--- src/rtl/tdm_demux_pkg.sv ---
// Shared definitions for the TDM serial receive path: FSM state encodings
// and default frame geometry.
package tdm_demux_pkg;

    localparam int NUM_CH_DEF = 4;
    localparam int W_DEF      = 8;

    localparam int CNT_W_DEF  = $clog2(W_DEF);
    localparam int SLOT_W_DEF = $clog2(NUM_CH_DEF);

    typedef enum logic [1:0] {
        HUNT   = 2'd0,
        RECV   = 2'd1,
        EXPECT = 2'd2
    } state_t;

endpackage

--- src/rtl/tdm_demux_if.sv ---
// Serial link input and parallel frame output of the TDM receiver.
// The master side drives the serial bit stream; the slave side is the receiver.
interface tdm_demux_if
    import tdm_demux_pkg::*;
#(
    parameter int NUM_CH = NUM_CH_DEF,
    parameter int W      = W_DEF
);
    localparam int SLOT_W = $clog2(NUM_CH);

    logic                  en;
    logic                  din;
    logic                  sync;
    logic [NUM_CH*W-1:0]   dout;
    logic                  valid;
    logic                  frame_err;
    logic [SLOT_W-1:0]     slot;
    logic                  locked;

    modport master (
        output en, din, sync,
        input  dout, valid, frame_err, slot, locked
    );

    modport slave (
        input  en, din, sync,
        output dout, valid, frame_err, slot, locked
    );

endinterface

--- src/rtl/tdm_chan_shift.sv ---
// One channel slot: W-bit left shift register, serial bit enters at the LSB
// so the first (MSB) bit of the slot ends up at the top.
module tdm_chan_shift
    import tdm_demux_pkg::*;
#(
    parameter int W = W_DEF
) (
    input  logic         Clock,
    input  logic         Resetn,
    input  logic         shift_en,
    input  logic         sin,
    output logic [W-1:0] q
);

    // Shift one bit in per enabled cycle; cleared asynchronously.
    always_ff @(posedge Clock or negedge Resetn) begin
        if (!Resetn) begin
            q <= '0;
        end else if (shift_en) begin
            q <= {q[W-2:0], sin};
        end
    end

endmodule

--- src/rtl/tdm_demux.sv ---
// Receive end of the TDM serial link. Aligns to the frame sync, steers each
// bit into its channel shift register and presents the whole frame in
// parallel once per frame.
//
// state  | meaning
// -------+-----------------------------------------------------------
// HUNT   | not aligned; waiting for a strobed bit with sync high
// RECV   | inside a frame; bits go to the register of the current slot
// EXPECT | frame just completed; the next strobed bit must carry sync
module tdm_demux
    import tdm_demux_pkg::*;
#(
    parameter int NUM_CH = NUM_CH_DEF,
    parameter int W      = W_DEF
) (
    input  logic       Clock,
    input  logic       Resetn,
    tdm_demux_if.slave bus
);

    localparam int CNT_W  = $clog2(W);
    localparam int SLOT_W = $clog2(NUM_CH);
    localparam logic [CNT_W-1:0]  CNT_LAST  = CNT_W'(W - 1);
    localparam logic [SLOT_W-1:0] SLOT_LAST = SLOT_W'(NUM_CH - 1);

    state_t                state;
    logic [CNT_W-1:0]      bit_cnt;
    logic [SLOT_W-1:0]     slot;
    logic [NUM_CH*W-1:0]   dout_q;
    logic                  valid_q;
    logic                  frame_err_q;
    logic                  locked_q;

    logic                  start_bit;
    logic                  shift_on;
    logic [SLOT_W-1:0]     shift_slot;
    logic [W-1:0]          chan_q [NUM_CH];
    logic [NUM_CH*W-1:0]   frame_word;

    // A strobed sync bit always opens a new frame in ch0, whatever the state;
    // otherwise bits are only stored while inside a frame.
    assign start_bit  = bus.en & bus.sync;
    assign shift_on   = bus.en & (bus.sync | (state == RECV));
    assign shift_slot = start_bit ? '0 : slot;

    for (genvar k = 0; k < NUM_CH; k++) begin : g_ch
        tdm_chan_shift #(.W(W)) u_shift (
            .Clock    (Clock),
            .Resetn   (Resetn),
            .shift_en (shift_on && (shift_slot == SLOT_W'(k))),
            .sin      (bus.din),
            .q        (chan_q[k])
        );
    end

    // Complete frame as it will look after this edge: the last channel still
    // needs the bit currently on din.
    always_comb begin
        frame_word = '0;
        for (int k = 0; k < NUM_CH - 1; k++) begin
            frame_word[k*W +: W] = chan_q[k];
        end
        frame_word[(NUM_CH-1)*W +: W] = {chan_q[NUM_CH-1][W-2:0], bus.din};
    end

    // Frame alignment FSM with bit/slot counters and the output latch.
    always_ff @(posedge Clock or negedge Resetn) begin
        if (!Resetn) begin
            state       <= HUNT;
            bit_cnt     <= '0;
            slot        <= '0;
            dout_q      <= '0;
            valid_q     <= 1'b0;
            frame_err_q <= 1'b0;
            locked_q    <= 1'b0;
        end else begin
            valid_q     <= 1'b0;
            frame_err_q <= 1'b0;
            if (bus.en) begin
                case (state)
                    HUNT: begin
                        if (bus.sync) begin
                            bit_cnt  <= CNT_W'(1);
                            slot     <= '0;
                            state    <= RECV;
                            locked_q <= 1'b1;
                        end
                    end
                    RECV: begin
                        if (bus.sync) begin
                            // RECV never sits on a frame start, so sync here
                            // is a resync: drop the partial frame.
                            frame_err_q <= 1'b1;
                            bit_cnt     <= CNT_W'(1);
                            slot        <= '0;
                        end else if (bit_cnt == CNT_LAST) begin
                            bit_cnt <= '0;
                            if (slot == SLOT_LAST) begin
                                slot    <= '0;
                                dout_q  <= frame_word;
                                valid_q <= 1'b1;
                                state   <= EXPECT;
                            end else begin
                                slot <= slot + SLOT_W'(1);
                            end
                        end else begin
                            bit_cnt <= bit_cnt + CNT_W'(1);
                        end
                    end
                    EXPECT: begin
                        if (bus.sync) begin
                            bit_cnt <= CNT_W'(1);
                            slot    <= '0;
                            state   <= RECV;
                        end else begin
                            frame_err_q <= 1'b1;
                            state       <= HUNT;
                            locked_q    <= 1'b0;
                        end
                    end
                    default: begin
                        state    <= HUNT;
                        locked_q <= 1'b0;
                    end
                endcase
            end
        end
    end

    assign bus.dout      = dout_q;
    assign bus.valid     = valid_q;
    assign bus.frame_err = frame_err_q;
    assign bus.slot      = slot;
    assign bus.locked    = locked_q;

endmodule
--- src/flat_wrapper.sv ---
// flat-port wrapper written by rule: the top's interface ports become plain ports
module tdm_demux_flat import tdm_demux_pkg::*;
#(
    parameter int NUM_CH = NUM_CH_DEF,
    parameter int W      = W_DEF
)
  (Clock, Resetn, bus_en, bus_din, bus_sync, bus_dout, bus_valid, bus_frame_err, bus_slot, bus_locked);
  tdm_demux_if #(.NUM_CH(NUM_CH), .W(W)) bus_i ();
  input  logic Clock;
  input  logic Resetn;
  input wire logic [$bits(bus_i.en)-1:0] bus_en;
  input wire logic [$bits(bus_i.din)-1:0] bus_din;
  input wire logic [$bits(bus_i.sync)-1:0] bus_sync;
  output wire logic [$bits(bus_i.dout)-1:0] bus_dout;
  output wire logic [$bits(bus_i.valid)-1:0] bus_valid;
  output wire logic [$bits(bus_i.frame_err)-1:0] bus_frame_err;
  output wire logic [$bits(bus_i.slot)-1:0] bus_slot;
  output wire logic [$bits(bus_i.locked)-1:0] bus_locked;
  assign bus_i.en = bus_en;
  assign bus_i.din = bus_din;
  assign bus_i.sync = bus_sync;
  assign bus_dout = bus_i.dout;
  assign bus_valid = bus_i.valid;
  assign bus_frame_err = bus_i.frame_err;
  assign bus_slot = bus_i.slot;
  assign bus_locked = bus_i.locked;
  tdm_demux #(.NUM_CH(NUM_CH), .W(W)) u_core (.Clock(Clock), .Resetn(Resetn), .bus(bus_i));
endmodule
--- config.mk ---
export PLATFORM = sky130hd
export DESIGN_NAME = tdm_demux_flat
export DESIGN_NICKNAME = d
export VERILOG_FILES = /design/src/rtl/tdm_demux_pkg.sv /design/src/rtl/tdm_demux_if.sv /design/src/rtl/tdm_chan_shift.sv /design/src/rtl/tdm_demux.sv /design/src/flat_wrapper.sv
export SDC_FILE = /design/constraint.sdc
export NUM_CORES = 1
export LEC_CHECK = 0
export BUFFER_PORTS_ARGS = -buffer_cell sky130_fd_sc_hd__buf_2
export CAP_MARGIN = 20
export CORE_ASPECT_RATIO = 0.9
export CORE_MARGIN = 3
export CORE_UTILIZATION = 60
export CTS_CLUSTER_SIZE = 8
export DETAILED_ROUTE_END_ITERATION = 10
export PLACE_DENSITY = 0.89
export SYNTH_ARGS = -nofsm -noshare
export SYNTH_HDL_FRONTEND = slang
export SYNTH_SLANG_ARGS = --single-unit
--- constraint.sdc ---
create_clock -name Clock -period 5.3 [get_ports Clock]
set_input_delay 0.265 -clock Clock [delete_from_list [all_inputs] [get_ports Clock]]
set_output_delay 0.265 -clock Clock [all_outputs]
set_load 0.02 [all_outputs]
==> flow_summary.toml <==
[sta]
fin_crit_sh_pct = 47.6
finalCriticalPeriod_ns = 2.52
relSlewSlack_pct = 35.4
slew_violations = 0
finalHoldViolations = 0
skew_ns = 0.00843
final.setup.tns_ns = 0
fmax_ghz = 0.396
rsz0062_at_grt = "false"
setup_viol = 0
whs_ns = 0.117
max_slew.worst_pin.slew_ns = 0.969

[synth]
ys_types = 31
yosys.cell_count.top_type = "dfrtp_1"
synthTopCellsByArea = "dfrtp_1, mux2_1, mux2_2"
synth_seq_area_share_pct = 62.7
synth_seq_cells = 73
yosysTopAreaCellShare_pct = 62.7
syn-num-nets = 198
yosys_warnings = 0
synth_edf_count = 0
ys_top_cells_by_count = "dfrtp_1, mux2_1, mux2_2"
syn_area_per_cell_um2 = 15.3
async_flop_share_pct = 100
synthCells = 190
syn_area_um2 = 2910
ys.flop_type = "dfrtp_1"
yosysTopAreaCell = "dfrtp_1"

[global_route]
grt_antenna_before_repair = 0
grt_overflow = 0
grt_util_all_layers_pct = 19.1
grt_pass1_vias = 1661
grt_max_degree = 74
grt_pass1_wl_mm = 8.26

[floorplan]
fp.dieW_um = 79.5
core_um2 = 4580
io_pins = 42
die-height_um = 72.1
dieArea_um2 = 5730
initial_core_util_pct = 63.7
rows = 23

[clock_network]
cts.clk_slew.worst_paths_ns = 0.08
cts_resized = 0
clock_sinks = 73
cts_buffer_depth = 2
hold_buffers = 0
clockRootBuffer = "clkbuf_8"
h-tree-depth = 3
cts_made_buffers = 9
cts_setup_buffers = 0
worstSkewPairLatency_ns = 0.34
tritoncts = "built"

[placement]
place_area_um2 = 3140
port_buffers = 41
post-dp-hpwl_mm = 3.03
place_congestion = 0.829

[setup_path]
end_kind = "flop"
slowest_stage = "and3_1"
crit_family = "simple AND/OR/NAND/NOR gates"
slowest_delay_ns = 0.80
crit_path_start_kind = "flop"
cp_cell_sequence = "and4bb_4 -> and3_1 -> buf_4 -> mux2_1"
required_ns = 5.53
critPathBufInv = 1
path_class = "flop to flop"
cp_data_arrival_time_ns = 2.75
cp_max_fo = 21

[detailed_routing]
final_antenna_net_count = 0
drcViolationCount = 0
drt_iter0_drc = 101
routed_via_density = 5.47
dr.pass1.iters = 4
drt-total-wl_mm = 4.63
wl_per_cell_um = 15.3
via_count = 1653

[job]
max-cap-violations = 0

[finish]
diodes = 0
syn2layout_area_growth_pct = 14.5
drive_above_1_share_pct = 36.7
nets = 243
fin_area_um2 = 3340

[power_and_ir_drop]
p_leak_nw = 1.81
ir_worst_vdd_mv = 0.217
p_per_area_nw_per_um2 = 378

[min_path]
hp-class = "input port to async pin"

[run_status]
status = "finished, final reports clean"
-- kinds of logic after synthesis --
group,after synthesis,share of synthesized area (%)
AO/OA/AOI/OAI,17,4.12
adder cells (fa/ha/maj),3,1.29
buffers and inverters,12,2.75
flip-flops,73,62.7
multiplexers,63,24.3
AND/OR/NAND/NOR,22,4.81
-- final timing paths --
| path | startpoint | to | slack, ns | cells after the start |
|---|---|---|---|---|
| min in group Clock | bus_din | u_core.g_ch[3].u_shift.q[0] | 0.21 | 2 |
| hold / removal | Resetn | u_core.bus.dout[7] | 0.12 | 2 |
| max in group asynchronous | Resetn | u_core.bit_cnt[1] | 4.62 | 2 |
| hold reg to reg | u_core.bus.dout[19] | u_core.bus.dout[19] | 0.48 | 1 |
| setup / recovery | u_core.state[1] | u_core.bus.dout[14] | 2.78 | 4 |
| setup reg to reg | u_core.state[1] | u_core.bus.dout[14] | 2.78 | 4 |
-- layout by cell type (no fill, tap or decap), drive strengths merged, types with 2 or more instances in the layout --
master  netlist  routed
clkbuf        3       9
dfrtp        73      73
inv           3       4
a32oi         2       2
nand3b        2       2
buf           6      43
nand3         2       2
and3          2       2
nor2b         3       3
mux2         63      63
clkinv        0       4
a21oi         4       4
o21ai         5       5
nand2         7       7
ha            3       3
-- through the flow --
stage / power (mW) / std cells / setup WS, ns / utilization [%]
after floorplan: 0.797 / 190 / 3.61 / -
after global placement: 0.841 / 286 / 2.88 / 68.7
after detailed placement: 0.853 / 286 / 2.80 / 68.7
after CTS: 1.28 / 302 / 2.76 / 72.9
after global routing: 1.33 / 302 / 2.67 / 72.9
final: 1.26 / 302 / 2.78 / 72.9
-- final cells by class --
class                   count  area [um2]
repair buffers             43         220
well taps                  62        77.6
clock inverters             7        70.1
inverters                   3        11.3
clock buffers               9         124
fillers                   314        1240
multi-input cells         105        1010
flip-flops and latches     73        1830
-- flip-flops by register name, indices dropped and copies added, names as in the netlist --
| register | count |
|---|---|
| u_core.bus.dout | 32 |
| u_core.g_ch.u_shift.q | 31 |
| u_core.bit_cnt | 3 |
| u_core.bus.slot | 2 |
| u_core.state | 2 |
| u_core.bus.frame_err | 1 |
| u_core.bus.locked | 1 |
| u_core.bus.valid | 1 |
-- power by group --
group / switching (mW) / internal (mW)
logic: 0.0700 / 0.0838
clock network: 0.202 / 0.217
registers: 0.0597 / 0.627
-- layer usage --
metal | track usage, % | share of wire, % | vias up | wire, um
li1 | - | - | 773 | -
met1 | 27.0 | 48 | 834 | 2220
met2 | 27.4 | 46 | 38 | 2110
met3 | 7.44 | 5.2 | 8 | 239
met4 | 6.30 | 1.4 | 0 | 63
met5 | 0 | 0 | - | 0
(Power assumes the default switching activity.)
